===== config.mk =====
export PLATFORM = sky130hd
export DESIGN_NAME = load_store_unit_flat
export DESIGN_NICKNAME = d
export VERILOG_FILES = /design/src/rtl/lsu_pkg.sv /design/src/rtl/lsu_if.sv /design/src/rtl/lsu_align.sv /design/src/rtl/load_store_unit.sv /design/src/flat_wrapper.sv
export SDC_FILE = /design/constraint.sdc
export NUM_CORES = 1
export LEC_CHECK = 0
export BUFFER_PORTS_ARGS = -buffer_cell sky130_fd_sc_hd__buf_2
export CAP_MARGIN = 5
export CELL_PAD_IN_SITES_DETAIL_PLACEMENT = 1
export CELL_PAD_IN_SITES_GLOBAL_PLACEMENT = 1
export CORE_MARGIN = 2
export CORE_UTILIZATION = 35
export DETAILED_ROUTE_END_ITERATION = 10
export GPL_TIMING_DRIVEN = 0
export PLACE_DENSITY_LB_ADDON = 0.08
export SLEW_MARGIN = 20
export SYNTH_ARGS = -nofsm -noshare
export SYNTH_HDL_FRONTEND = slang
export SYNTH_SLANG_ARGS = --single-unit

===== constraint.sdc =====
create_clock -name clk -period 4.5 [get_ports clk]
set_clock_uncertainty 0.2 [all_clocks]
set_input_delay 0.45 -clock clk [delete_from_list [all_inputs] [get_ports clk]]
set_output_delay 0.45 -clock clk [all_outputs]
set_load 0.005 [all_outputs]

===== src/rtl/lsu_pkg.sv =====
// rtl/lsu_pkg.sv - state encoding, fun3 codes and byte-strobe patterns for the load/store unit
package lsu_pkg;

  typedef enum logic [1:0] {
    S_IDLE = 2'd0,
    S_REQ  = 2'd1,
    S_WAIT = 2'd2,
    S_DONE = 2'd3
  } lsu_state_t;

  localparam logic [2:0] LB  = 3'b000;
  localparam logic [2:0] LH  = 3'b001;
  localparam logic [2:0] LW  = 3'b010;
  localparam logic [2:0] LBU = 3'b100;
  localparam logic [2:0] LHU = 3'b101;
  localparam logic [2:0] SB  = 3'b000;
  localparam logic [2:0] SH  = 3'b001;
  localparam logic [2:0] SW  = 3'b010;

  localparam logic [3:0] WSTRB_NONE = 4'b0000;
  localparam logic [3:0] WSTRB_B    = 4'b0001;
  localparam logic [3:0] WSTRB_H    = 4'b0011;
  localparam logic [3:0] WSTRB_W    = 4'b1111;

  function automatic logic legal_load(input logic [2:0] f);
    return (f == LB) || (f == LH) || (f == LW) || (f == LBU) || (f == LHU);
  endfunction

  function automatic logic legal_store(input logic [2:0] f);
    return (f == SB) || (f == SH) || (f == SW);
  endfunction

endpackage


===== src/rtl/lsu_if.sv =====
// rtl/lsu_if.sv - single-outstanding memory request/response bus between the LSU and memory
interface lsu_mem_if;
  logic        mem_req;
  logic        mem_we;
  logic [31:0] mem_addr;
  logic [3:0]  mem_wstrb;
  logic [31:0] mem_wdata;
  logic        mem_gnt;
  logic        mem_rvalid;
  logic [31:0] mem_rdata;

  modport master (
    output mem_req, mem_we, mem_addr, mem_wstrb, mem_wdata,
    input  mem_gnt, mem_rvalid, mem_rdata
  );

  modport slave (
    input  mem_req, mem_we, mem_addr, mem_wstrb, mem_wdata,
    output mem_gnt, mem_rvalid, mem_rdata
  );
endinterface


===== src/rtl/lsu_align.sv =====
// rtl/lsu_align.sv - store lane replication/strobes and load lane extraction/extension (combinational)
import lsu_pkg::*;

module lsu_align (
  input  logic [1:0]  st_size,
  input  logic [1:0]  st_lane,
  input  logic [31:0] st_data,
  output logic [3:0]  st_wstrb,
  output logic [31:0] st_wdata,
  input  logic [2:0]  ld_fun3,
  input  logic [1:0]  ld_lane,
  input  logic [31:0] ld_raw,
  output logic [31:0] ld_data
);

  logic [7:0]  ld_byte;
  logic [15:0] ld_half;

  always_comb begin
    st_wstrb = WSTRB_W;
    st_wdata = st_data;
    case (st_size)
      2'b00: begin
        st_wstrb = WSTRB_B << st_lane;
        st_wdata = {4{st_data[7:0]}};
      end
      2'b01: begin
        st_wstrb = WSTRB_H << {st_lane[1], 1'b0};
        st_wdata = {2{st_data[15:0]}};
      end
      default: ;
    endcase
  end

  always_comb begin
    ld_byte = ld_raw[7:0];
    case (ld_lane)
      2'd1:    ld_byte = ld_raw[15:8];
      2'd2:    ld_byte = ld_raw[23:16];
      2'd3:    ld_byte = ld_raw[31:24];
      default: ld_byte = ld_raw[7:0];
    endcase
    ld_half = ld_lane[1] ? ld_raw[31:16] : ld_raw[15:0];

    case (ld_fun3)
      LB:      ld_data = {{24{ld_byte[7]}}, ld_byte};
      LBU:     ld_data = {24'b0, ld_byte};
      LH:      ld_data = {{16{ld_half[15]}}, ld_half};
      LHU:     ld_data = {16'b0, ld_half};
      default: ld_data = ld_raw;
    endcase
  end

endmodule


===== src/rtl/load_store_unit.sv =====
// rtl/load_store_unit.sv - IDLE/REQ/WAIT/DONE load/store FSM with one outstanding memory access
// Define LSU_MISALIGN_TRAP_EN to fault on misaligned half/word accesses instead of aligning them.
import lsu_pkg::*;

module load_store_unit (
  input  logic             clk,
  input  logic             rst_n,
  input  logic             load,
  input  logic             store,
  input  logic [2:0]       fun3,
  input  logic [31:0]      addr,
  input  logic [31:0]      wdata,
  output logic             stall,
  output logic [31:0]      rdata,
  output logic             fault,
  lsu_mem_if.master        mem
);

  lsu_state_t  state;
  logic        req_q;
  logic        we_q;
  logic [31:0] addr_q;
  logic [3:0]  wstrb_q;
  logic [31:0] wdata_q;
  logic [31:0] rdata_q;
  logic [2:0]  ld_fun3_q;
  logic [1:0]  ld_lane_q;

  logic        access;
  logic        is_store;
  logic        legal;
  logic        misalign;
  logic        reject;
  logic [1:0]  size;
  logic [1:0]  eff_lane;
  logic [3:0]  st_wstrb;
  logic [31:0] st_wdata;
  logic [31:0] ld_data;

  // Load wins when the decoder asserts both strobes.
  assign access   = load | store;
  assign is_store = store & ~load;
  assign legal    = load ? legal_load(fun3) : legal_store(fun3);
  assign size     = fun3[1:0];

`ifdef LSU_MISALIGN_TRAP_EN
  assign misalign = ((size == 2'b01) && addr[0]) || ((size == 2'b10) && (addr[1:0] != 2'b00));
  assign eff_lane = addr[1:0];
`else
  assign misalign = 1'b0;
  // Misaligned accesses silently drop the offending low bits.
  always_comb begin
    case (size)
      2'b00:   eff_lane = addr[1:0];
      2'b01:   eff_lane = {addr[1], 1'b0};
      default: eff_lane = 2'b00;
    endcase
  end
`endif

  assign reject = access & (~legal | misalign);

  lsu_align u_align (
    .st_size  (size),
    .st_lane  (eff_lane),
    .st_data  (wdata),
    .st_wstrb (st_wstrb),
    .st_wdata (st_wdata),
    .ld_fun3  (ld_fun3_q),
    .ld_lane  (ld_lane_q),
    .ld_raw   (mem.mem_rdata),
    .ld_data  (ld_data)
  );

  // The IDLE term is gated by rst_n so a decoder strobe held during reset cannot stall the core.
  assign stall = rst_n & (((state == S_IDLE) & access) | (state == S_REQ) | (state == S_WAIT));
  assign fault = rst_n & (state == S_IDLE) & reject;
  assign rdata = rdata_q;

  assign mem.mem_req   = req_q;
  assign mem.mem_we    = we_q;
  assign mem.mem_addr  = addr_q;
  assign mem.mem_wstrb = wstrb_q;
  assign mem.mem_wdata = wdata_q;

  always_ff @(posedge clk or negedge rst_n) begin
    if (!rst_n) begin
      state     <= S_IDLE;
      req_q     <= 1'b0;
      we_q      <= 1'b0;
      addr_q    <= 32'b0;
      wstrb_q   <= WSTRB_NONE;
      wdata_q   <= 32'b0;
      rdata_q   <= 32'b0;
      ld_fun3_q <= 3'b0;
      ld_lane_q <= 2'b0;
    end else begin
      case (state)
        S_IDLE: begin
          if (access) begin
            if (reject) begin
              rdata_q <= 32'b0;
              state   <= S_DONE;
            end else begin
              req_q     <= 1'b1;
              we_q      <= is_store;
              addr_q    <= {addr[31:2], 2'b00};
              wstrb_q   <= is_store ? st_wstrb : WSTRB_NONE;
              wdata_q   <= is_store ? st_wdata : 32'b0;
              ld_fun3_q <= fun3;
              ld_lane_q <= eff_lane;
              state     <= S_REQ;
            end
          end
        end
        S_REQ: begin
          if (mem.mem_gnt) begin
            req_q <= 1'b0;
            state <= we_q ? S_DONE : S_WAIT;
          end
        end
        S_WAIT: begin
          if (mem.mem_rvalid) begin
            rdata_q <= ld_data;
            state   <= S_DONE;
          end
        end
        S_DONE:  state <= S_IDLE;
        default: state <= S_IDLE;
      endcase
    end
  end

endmodule


===== src/flat_wrapper.sv =====
// flat-port wrapper written by rule: the top's interface ports become plain ports
module load_store_unit_flat 
  (clk, rst_n, load, store, fun3, addr, wdata, stall, rdata, fault, mem_mem_req, mem_mem_we, mem_mem_addr, mem_mem_wstrb, mem_mem_wdata, mem_mem_gnt, mem_mem_rvalid, mem_mem_rdata);
  lsu_mem_if mem_i ();
  input  logic clk;
  input  logic rst_n;
  input  logic load;
  input  logic store;
  input  logic [2:0] fun3;
  input  logic [31:0] addr;
  input  logic [31:0] wdata;
  output logic stall;
  output logic [31:0] rdata;
  output logic fault;
  output wire logic [$bits(mem_i.mem_req)-1:0] mem_mem_req;
  output wire logic [$bits(mem_i.mem_we)-1:0] mem_mem_we;
  output wire logic [$bits(mem_i.mem_addr)-1:0] mem_mem_addr;
  output wire logic [$bits(mem_i.mem_wstrb)-1:0] mem_mem_wstrb;
  output wire logic [$bits(mem_i.mem_wdata)-1:0] mem_mem_wdata;
  input wire logic [$bits(mem_i.mem_gnt)-1:0] mem_mem_gnt;
  input wire logic [$bits(mem_i.mem_rvalid)-1:0] mem_mem_rvalid;
  input wire logic [$bits(mem_i.mem_rdata)-1:0] mem_mem_rdata;
  assign mem_mem_req = mem_i.mem_req;
  assign mem_mem_we = mem_i.mem_we;
  assign mem_mem_addr = mem_i.mem_addr;
  assign mem_mem_wstrb = mem_i.mem_wstrb;
  assign mem_mem_wdata = mem_i.mem_wdata;
  assign mem_i.mem_gnt = mem_mem_gnt;
  assign mem_i.mem_rvalid = mem_mem_rvalid;
  assign mem_i.mem_rdata = mem_mem_rdata;
  load_store_unit u_core (.clk(clk), .rst_n(rst_n), .load(load), .store(store), .fun3(fun3), .addr(addr), .wdata(wdata), .stall(stall), .rdata(rdata), .fault(fault), .mem(mem_i));
endmodule

==> impl_results.md, run 1 <==
* Reg power frac at 38.5%
* Mapped Cells at 434
* Clock Tree Root: clkbuf_16
* Buf+Inv Stages, Crit Path at 4
* Synth area leader: dfrtp_1
* Drt via density at 5.131
* # diodes at 0
* Cells on Worst Hold Path at 2
* DPL Wire Length at 12.12 mm
* Final global-route overflow total at 0
* Yosys top cell area share at 53.81%
* Crit-path cells: dlygate4sd3_1 -> buf_6 -> buf_16 -> a21boi_0 -> buf_2
* Initial Util at 35.85%
* Routed len/inst at 18.96 um
* Clk buf depth at 2
* Startpoint types: input port
* Initial DRC Count at 239
* RR Startpoint: u_core.state[0]$_DFFE_PN0P_
* Post-Syn Area per Cell at 11.47 um^2
* Max incr delay on CP at 0.55 ns
* Cells after DPL at 820
* Max_cap viols at 0
* Area of the multi-input gates at 0.002122 mm^2
* Switching fraction of total power at 35.24%
* Register area share after synthesis at 53.81%
* Final Max Slew Viols at 0
* 1st-pass router iterations at 4
* Fin Setup TNS at 0 ns
* Die height at 123.2 um
* Layout Nets at 761
* Layout cells sized above 1 at 44.14%
* CTS tree: yes
* Combinational power share at 39.8%
* R2R Path End: u_core.rdata[6]$_DFFE_PN0P_
* Die footprint at 0.01519 mm^2
* Asr flop ratio synth at 100.0%
* Seq cells post-synth at 107
* CP Class: input port to primary output
* Pre-CTS WS at 1.892 ns
* Critical Path Slowest Stage Cell: dlygate4sd3_1
* Cts bufs inserted at 9
* Static leakage at 3.354 nW
* Core Box Area at 0.01388 mm^2
* Final setup margin at 1.710 ns
* Gpl congestion at 0.8108
* Pwr Total at 4.124 mW
* Initial antenna violation count at 0
* R2R setup slack at 1.87 ns
* Peak VDD IR at 0.1900 mV
* Post-synth EDFFs at 0
* GR Util All Layers at 21.03%
* First-pass GRT wire length at 24.23 mm
* RSZ-0062 raised after global routing: false
* Crit Path Max Fanout at 59
* Post-route insts no fill at 837
* Vias post-DR at 4295
* P&R area growth vs syn at 32.71%
* Sw power at 1.453 mW
* Final Cycle Share at 61.99%
* Drt drc at 0
* Worst path required time at 3.85 ns
* FP Rows at 43
* Netlist cell types at 47
* CP Capture Type: primary output
* Final Hold Viols at 0
* Vias in the first global route at 4565
* Post_cts resized at 0
* Worst Hold Path EP: u_core.mem.mem_req$_DFFE_PN0P_
* Synth warn at 0
* Ys flop type: dfrtp_1
* Least-Margin Pin Slew at 0.6812 ns
* Hold Crit Start: mem_mem_gnt
* Arrival time worst endpoint at 2.14 ns
* Pin count of the biggest net entering global routing at 60
* Final setup viols at 0
* Int Power at 2.671 mW
* # fillers at 1596
* Crit-path leading delay family: buffers and inverters
* Port-buffer cells at 204
* Crit. path cell count at 5
* Detail Route Antenna Nets at 0
* Status: finished, final reports clean
* Clock power share at 21.7%
* Worst-Skew Late Latency at 0.35 ns
* Worst Reg-to-Reg Cells at 9
* Mapped cell area at 0.004976 mm^2
* Chip width at 123.2 um
* FMAX at 0.3585 GHz
* Final WL at 15.87 mm
* I/O Pins at 209
* Clk slew on worst S/H paths at 0.08 ns
* Headroom to the max-slew limit at 54.39%
* PD cells at 624.5 mW/mm^2
* Reg area at 0.002678 mm^2
* HP Class: input port to register
* Clock sinks at 107
* Post-route minimum period at 2.790 ns
* CTS HTree Levels at 3
* Synth top area cells: dfrtp_1 (54%), mux2_2 (9.3%), mux2i_1 (5.4%)
==> cell families after synthesis <==
| family | after synthesis | synth area share, % |
|---|---|---|
| compound gates | 130 | 18.83 |
| flops | 107 | 53.81 |
| simple gates | 85 | 7.493 |
| mux | 69 | 15.16 |
| buf+inv | 38 | 3.621 |
| fa+ha+maj | 4 | 1.006 |
| other cells | 1 | 0.07536 |
==> metrics by stage <==
step                utilization, %  area (um^2)  hold slack (ns)
global route                 47.58         6604           0.1041
CTS                          47.58         6604          0.07630
detailed placement           45.10         6260           0.2357
floorplan                        -         4980         -0.04559
finish                       47.58         6604          0.09449
global placement             44.85         6226           0.2611
==> timing repair <==
action / 4_1_cts / 5_1_grt
hold buffers: 1 / 0
buffers inserted: 0 / 0
endpoints found under the setup margin: 0 / 0
endpoints found under the hold margin: 50 / 0
==> cell type report <==
class,count,share of cell area [%]
Inverter,7,0.3979
Buffer,31,2.330
Clock inverter,6,1.440
Timing Repair Buffer,206,16.12
Sequential cell,107,40.55
Multi-Input combinational cell,290,32.13
Tap cell,180,3.410
Clock buffer,10,3.619
==> worst max path at each step <==
stage	from	to
floorplan	u_core.state[0]$_DFFE_PN0P_	u_core.rdata[30]$_DFFE_PN0P_
global placement	rst_n	fault
detailed placement	u_core.state[0]$_DFFE_PN0P_	u_core.rdata[6]$_DFFE_PN0P_
CTS	rst_n	stall
global route	rst_n	stall
finish	rst_n	stall
==> flip-flops by register name (all words and copies together) (netlist names) <==
register	cells
u_core.rdata	32
u_core.mem.mem_wdata	32
u_core.ld_fun3_q	3
u_core.ld_lane_q	2
u_core.state	2
u_core.mem.mem_req	1
u_core.mem.mem_wstrb	4
u_core.mem.mem_we	1
u_core.mem.mem_addr	30
==> cell usage after synthesis, types with 8 or more instances <==
library cell and number:
dfrtp_1 107, nand2_1 51, mux2_2 41, o21ai_1 38
mux2i_1 27, o21ai_0 19, a221o_1 18, nor2_1 16
clkbuf_1 13, buf_2 12, a21oi_1 10, a21boi_0 9
a22o_1 8
==> per-layer routing <==
layer  track usage, %  share of wire, %  up-vias
met4            7.315               1.6        0
met2            36.06                49      143
met3            4.982               7.4       14
met5                0                 0        -
met1            25.85                42     2113
li1                 -                 -     2025
==> power groups by stage <==
stage	clock network, mW	registers (mW)	logic, mW
2_1_floorplan	0	1.62	0.896
3_3_place_gp	0	1.58	1.62
3_5_place_dp	0	1.61	1.67
4_1_cts	0.917	1.59	1.67
5_1_grt	0.955	1.65	1.83
6_report	0.894	1.59	1.64
==> placed cells by master (no fill, tap or decap), types with 2 or more instances in the layout <==
master / synthesis / routed
a22oi_1: 2 / 2
nor2b_1: 3 / 3
bufinv_16: 0 / 2
o31ai_1: 2 / 2
nor3_1: 2 / 2
buf_6: 1 / 2
mux2_2: 41 / 41
nor2_1: 16 / 16
a222oi_1: 2 / 2
nor3b_1: 2 / 2
nor2_2: 2 / 2
buf_4: 4 / 4
a22o_1: 8 / 8
inv_6: 0 / 3
ha_1: 4 / 4
conb_1: 1 / 2
dfrtp_1: 107 / 107
o311a_1: 4 / 4
nand2_1: 51 / 51
a221o_1: 18 / 18
nand2b_1: 4 / 4
buf_2: 12 / 215
clkbuf_1: 13 / 13
o21ai_1: 38 / 38
a21boi_0: 9 / 9
a221oi_2: 2 / 2
a21oi_1: 10 / 10
a32o_1: 2 / 2
clkbuf_16: 0 / 9
mux2i_1: 27 / 27
inv_1: 7 / 7
o21ai_0: 19 / 19
a221oi_1: 4 / 4
(Power assumes the default switching activity.)
==> inputs of run 2 (changes only) <==
Clock period 4.5 ns to 2.9 ns, I/O delays scaled along.
==> impl_results.md, run 2 (synthesis results as in run 1) <==
* Layout Nets at 802 (+5.4%)
* # diodes at 0 (unchanged)
* DR WL met2 at 8.326 mm (+6.4%)
* I/O Pins at 209 (unchanged)
* Clk slew on worst S/H paths at 0.07 ns (about the same)
* Worst path required time at 2.95 ns (-0.90 ns)
* Cts bufs inserted at 9 (unchanged)
* Final Cycle Share at 90.57%
* Worst Reg-to-Reg Cells at 9 (unchanged)
* Max_cap viols at 0 (unchanged)
* Post-route minimum period at 2.627 ns
* Final Max Slew Viols at 0 (unchanged)
* Vias in the first global route at 4779 (+4.7%)
* Final Hold Viols at 0 (unchanged)
* Layout Utilization at 50.53% (+3.0 points)
* Status: finished, final reports clean
* Final global-route overflow total at 0 (unchanged)
* RSZ-0062 raised after global routing: false
* Drt via density at 5.101 (-0.59%)
* Initial Util at 35.85% (unchanged)
* HP Class: input port to register
* Clk buf depth at 2 (unchanged)
* Hold Crit Start: mem_mem_rdata[27]
* Vias post-DR at 4479 (+4.3%)
* Max Used Layer: met4
* Placed Instance Area at 0.006260 mm^2 (unchanged)
* Detail Route Antenna Nets at 0 (unchanged)
* Worst-Skew Late Latency at 0.35 ns (about the same)
* 1st-pass router iterations at 4 (unchanged)
* Commonest non-fill, non-tap cell in the layout: buf_2
* Die footprint at 0.01519 mm^2 (unchanged)
* Peak VDD IR at 0.2956 mV (+56%)
* DRT met1 WL at 6.935 mm (+4.9%)
* First-pass GRT wire length at 25.32 mm (+4.5%)
* FMAX at 0.3807 GHz
* R2R Path End: u_core.rdata[6]$_DFFE_PN0P_
* CP Capture Type: register
* Pin count of the biggest net entering global routing at 60 (unchanged)
* FP Rows at 43 (unchanged)
* Final setup viols at 0 (unchanged)
* Clock sinks at 107 (unchanged)
* DPL Wire Length at 12.12 mm (unchanged)
* Commonest cells after routing, fill and taps aside: buf_2 (215), dfrtp_1 (107), nand2_1 (51)
* Routed len/inst at 19.03 um (+0.40%)
* P&R area growth vs syn at 40.96%
* Core Box Area at 0.01388 mm^2 (unchanged)
* R2R setup slack at 0.27 ns (-1.60 ns)
* Port-buffer cells at 204 (unchanged)
* CTS tree: yes
* Initial DRC Count at 182 (-24%)
* Least-Margin Pin Slew at 0.6944 ns (+0.01327 ns)
* RR Startpoint: u_core.state[0]$_DFFE_PN0P_
* Clock Tree Root: clkbuf_16
* Startpoint types: register
* Gpl congestion at 0.8108 (unchanged)
* CP Class: register to register
* CTS HTree Levels at 3 (unchanged)
* Arrival time worst endpoint at 2.68 ns (+0.54 ns)
* Worst Hold Path EP: u_core.rdata[27]$_DFFE_PN0P_
* Static leakage at 3.526 nW (+5.1%)
* Pwr Total at 6.469 mW (+57%)
* Initial antenna violation count at 0 (unchanged)
* Die height at 123.2 um (unchanged)
* Design area at 0.007014 mm^2 (+6.2%)
* GR Util All Layers at 21.98% (+0.95 points)
* Metal3 WL at 1.194 mm (+1.7%)
* Cells on Worst Hold Path at 2 (unchanged)
* PD cells at 922.3 mW/mm^2 (+48%)
* Chip width at 123.2 um (unchanged)
* Layout cells sized above 1 at 41.55% (-2.6 points)
* Drt drc at 0 (unchanged)
* Final WL at 16.71 mm (+5.3%)
* Headroom to the max-slew limit at 53.50% (-0.89 points)
* Crit Path Max Fanout at 10 (-83%)
* Setup Fix Bufs, Post-CTS at 0 (unchanged)
[run 2: timing repair]
item,4_1_cts,5_1_grt
hold endpoints to repair,91,0
setup endpoints to repair,0,0
hold buffers,42,0
resized for setup,0,0
[run 2: metrics by stage]
step	hold slack, ns	TNS, ns	setup WS [ns]	std cells
detailed placement	0.07571	0	0.2920	820
finish	0.005868	0	0.2734	878
CTS	0.002364	0	0.2572	878
global route	0.007608	0	0.06737	878
floorplan	-0.2056	0	0.7077	435
global placement	0.2611	-0.5020	-0.2781	819
[run 2: critical path: stages (launching register included)]
cell	delay [ns]
dfrtp_1	0.40
inv_1	0.15
ha_1	0.18
buf_4	0.17
nor2b_1	0.27
a221o_1	0.19
clkbuf_1	0.28
clkbuf_1	0.49
nand2_1	0.14
o41ai_2	0.07
[run 2: report_power, final]
| group | internal [mW] | switching, mW | leakage [nW] |
|---|---|---|---|
| Combinational | 1.27 | 1.34 | 1.98 |
| Clock | 0.793 | 0.595 | 0.164 |
| Sequential | 2.12 | 0.354 | 1.38 |
[run 2: final cells by class]
type                    instances  area, um^2
plain buffers                  31       153.9
clock buffers                  10       239.0
clock inverters                 6       95.09
fillers                      1584        6867
inverters                       7       26.28
multi-input cells             290        2122
flip-flops and latches        107        2678
well taps                     180       225.2
repair buffers                247        1475
[run 2: how the worst max path moves through the flow]
| stage | slack (ns) | startpoint | endpoint |
|---|---|---|---|
| floorplan | 0.71 | u_core.state[0]$_DFFE_PN0P_ | u_core.rdata[30]$_DFFE_PN0P_ |
| global placement | -0.28 | rst_n | fault |
| detailed placement | 0.29 | u_core.state[0]$_DFFE_PN0P_ | u_core.rdata[6]$_DFFE_PN0P_ |
| CTS | 0.26 | u_core.state[0]$_DFFE_PN0P_ | u_core.rdata[6]$_DFFE_PN0P_ |
| global route | 0.07 | u_core.state[0]$_DFFE_PN0P_ | u_core.rdata[6]$_DFFE_PN0P_ |
| finish | 0.27 | u_core.state[0]$_DFFE_PN0P_ | u_core.rdata[6]$_DFFE_PN0P_ |
[run 2: layer usage]
layer / global-route usage [%] / up-vias
met2: 38.29 / 155
met3: 4.935 / 14
met1: 26.83 / 2205
met5: 0 / -
met4: 7.315 / 0
li1: - / 2105
==> inputs of run 3 (changes only) <==
Settings changed: SYNTH_HIERARCHICAL set to 1.
==> impl_results.md, run 3 <==
* Critical Path Slowest Stage Cell: clkbuf_1
* Routed len/inst at 19.16 um (+0.69%)
* Final Max Slew Viols at 0 (unchanged)
* Port-buffer cells at 205 (+0.49%)
* Startpoint types: register
* Switching fraction of total power at 39.02% (+3.7 points)
* Layout cells sized above 1 at 36.34% (-5.2 points)
* Clock Tree Root: clkbuf_16
* Sw power at 2.779 mW (+21%)
* CP Class: register to primary output
* 1st-pass router iterations at 4 (unchanged)
* Reg power frac at 36.1% (-2.1 points)
* Mapped cell area at 0.005812 mm^2 (+17%)
* RSZ-0062 raised after global routing: false
* First-pass GRT wire length at 30.29 mm (+20%)
* Drt drc at 0 (unchanged)
* Initial Util at 35.42% (-0.43 points)
* Met1 usage in global routing at 26.49% (-0.34 points)
* HP Class: input port to register
* Clock power share at 16.6% (-4.8 points)
* Peak VDD IR at 0.3698 mV (+25%)
* Final Hold Viols at 0 (unchanged)
* P&R area growth vs syn at 33.30%
* Netlist cell types at 47 (unchanged)
* Max incr delay on CP at 0.45 ns (-0.04 ns)
* Int Power at 4.343 mW (+3.9%)
* CP Capture Type: primary output
* Vias post-DR at 5356 (+20%)
* Asr flop ratio synth at 100.0% (unchanged)
* Arrival time worst endpoint at 2.23 ns (-0.45 ns)
* Crit-path cells: inv_1 -> ha_1 -> clkbuf_1 -> clkbuf_1 -> o31a_1 -> buf_2
* Post-route minimum period at 2.722 ns (+0.09536 ns)
* CTS HTree Levels at 3 (unchanged)
* Synth top area cells: dfrtp_1 (46%), mux2_1 (6.4%), a221o_1 (6.2%)
* Layout Nets at 880 (+9.7%)
* Worst path required time at 2.41 ns (-0.54 ns)
* Synth area leader: dfrtp_1
* Setup Fix Bufs, Post-CTS at 0 (unchanged)
* Post_cts resized at 0 (unchanged)
* Synth cell count leaders: dfrtp_1 (107), nand2_1 (80), a22o_1 (38), a221o_1 (36), mux2_1 (33)
* Gpl congestion at 0.8457 (+4.3%)
* Initial antenna violation count at 2 (+2)
* PD cells at 919.3 mW/mm^2 (-0.32%)
* Final setup viols at 0 (unchanged)
* Worst-Skew Late Latency at 0.35 ns (about the same)
* Least-Margin Pin Slew at 0.8147 ns (+0.1203 ns)
* Crit Path Max Fanout at 10 (unchanged)
* Global routing's busiest layer: met2
* FMAX at 0.3674 GHz (-3.5%)
* GRT met2 Usage at 36.87% (-1.4 points)
* Placed Instance Area at 0.007151 mm^2 (+14%)
* Layout Utilization at 47.22% (-3.3 points)
* Die footprint at 0.01765 mm^2 (+16%)
* Status: finished, final reports clean
* Combinational power share at 47.3% (+7.0 points)
* Final global-route overflow total at 0 (unchanged)
* Most Frequent Cell on Critical Path: clkbuf_1
* CTS tree: yes
* Headroom to the max-slew limit at 45.48% (-8.0 points)
* Design area at 0.007747 mm^2 (+10%)
* Die height at 132.9 um (+7.8%)
* Mapped Cells at 522 (+20%)
* Chip width at 132.9 um (+7.8%)
* Register area share after synthesis at 46.07% (-7.7 points)
* Max_cap viols at 0 (unchanged)
* Final WL at 19.12 mm (+14%)
* Seq cells post-synth at 107 (unchanged)
* Commonest non-fill, non-tap cell in the layout: buf_2
* GR Util All Layers at 21.61% (-0.37 points)
* Commonest cells after routing, fill and taps aside: buf_2 (212), dfrtp_1 (107), nand2_1 (80)
* Most common cell in the netlist: dfrtp_1
* Yosys top cell area share at 46.07% (-7.7 points)
* Post-Syn Area per Cell at 11.13 um^2 (-2.9%)
* M3 GR Usage at 6.284% (+1.3 points)
* I/O Pins at 209 (unchanged)
* Drt via density at 5.367 (+5.2%)
* Ys flop type: dfrtp_1
* DPL Wire Length at 14.22 mm (+17%)
* Final Cycle Share at 93.86% (+3.3 points)
* FP Rows at 47 (+9.3%)
* Initial DRC Count at 243 (+34%)
* Pwr Total at 7.123 mW (+10%)
* Cts-stage hold buffer count at 31 (-26%)
* Synth warn at 6 (+6)
* Vias in the first global route at 5579 (+17%)
* Clock sinks at 107 (unchanged)
* Static leakage at 3.868 nW (+9.7%)
* Clk slew on worst S/H paths at 0.07 ns (about the same)
* Detail Route Antenna Nets at 0 (unchanged)
* # fillers at 1882 (+19%)
* Post-synth EDFFs at 0 (unchanged)
* Core Box Area at 0.01641 mm^2 (+18%)
* Pin count of the biggest net entering global routing at 59 (-1.7%)
* Cts bufs inserted at 9 (unchanged)
* Clk buf depth at 2 (unchanged)
run 3: logic make-up (layout without fill, tap and decap cells):
family	count (synthesis)	count (layout)	synth area share, %
mux	64	64	12.85
buf+inv	65	318	6.373
flops	107	107	46.07
simple gates	121	121	9.494
fa+ha+maj	4	4	0.8612
other cells	1	4	0.06452
compound gates	160	160	24.28
run 3: power by group through the flow:
stage | clock network [mW] | logic (mW) | registers, mW
global route | 1.29 | 3.68 | 2.66
floorplan | 0 | 1.95 | 2.58
finish | 1.19 | 3.37 | 2.57
CTS | 1.23 | 3.38 | 2.57
global placement | 0 | 3.23 | 2.54
detailed placement | 0 | 3.34 | 2.58
run 3: per-stage QoR:
stage	hold slack, ns	setup TNS, ns	setup WS, ns	std cells
detailed placement	0.07702	0	0.3289	949
finish	0.06663	0	0.1781	998
global route	0.06739	0	0.006231	997
CTS	0.04799	0	0.1513	996
floorplan	-0.2056	0	0.6593	523
global placement	0.2677	-0.5112	-0.2785	948
run 3: cell type report:
class | instances | area (um^2) | area share [%]
multi-input cells | 351 | 2768 | 35.72
well taps | 220 | 275.3 | 3.553
diodes | 2 | 5.005 | 0.06460
repair buffers | 237 | 1370 | 17.68
flip-flops and latches | 107 | 2678 | 34.56
clock buffers | 10 | 229.0 | 2.955
plain buffers | 54 | 329.1 | 4.247
inverters | 11 | 41.29 | 0.5329
clock inverters | 6 | 52.55 | 0.6783
run 3: final timing paths:
| kind | cells after the start | slack, ns | end | start |
|---|---|---|---|---|
| worst min register to register | 1 | 0.29 | u_core/mem.mem_addr[8]$_DFFE_PN0P_ | u_core/mem.mem_addr[8]$_DFFE_PN0P_ |
| max in group asynchronous | 3 | 1.56 | u_core/rdata[20]$_DFFE_PN0P_ | rst_n |
| worst min-delay path | 4 | 0.07 | u_core/mem.mem_wdata[24]$_DFFE_PN0P_ | wdata[24] |
| worst max register to register | 7 | 0.31 | u_core/rdata[28]$_DFFE_PN0P_ | u_core/ld_lane_q[1]$_DFFE_PN0P_ |
| worst max-delay path | 6 | 0.18 | stall | u_core/state[0]$_DFFE_PN0P_ |
| min in group asynchronous | 2 | 0.26 | u_core/rdata[13]$_DFFE_PN0P_ | rst_n |
run 3: critical path: cells and delay by family, from the launching register on:
kind,cells,cell delay [ns]
buffers and inverters,4,1.02
AO/OA/AOI/OAI,1,0.21
adder cells (fa/ha/maj),1,0.24
flip-flops,1,0.41
run 3: metal layers:
metal | wire length [um] | share of wire, %
met5 | 0 | 0
met4 | 359 | 1.9
met3 | 1351 | 7.1
met2 | 9446 | 49
met1 | 7967 | 42
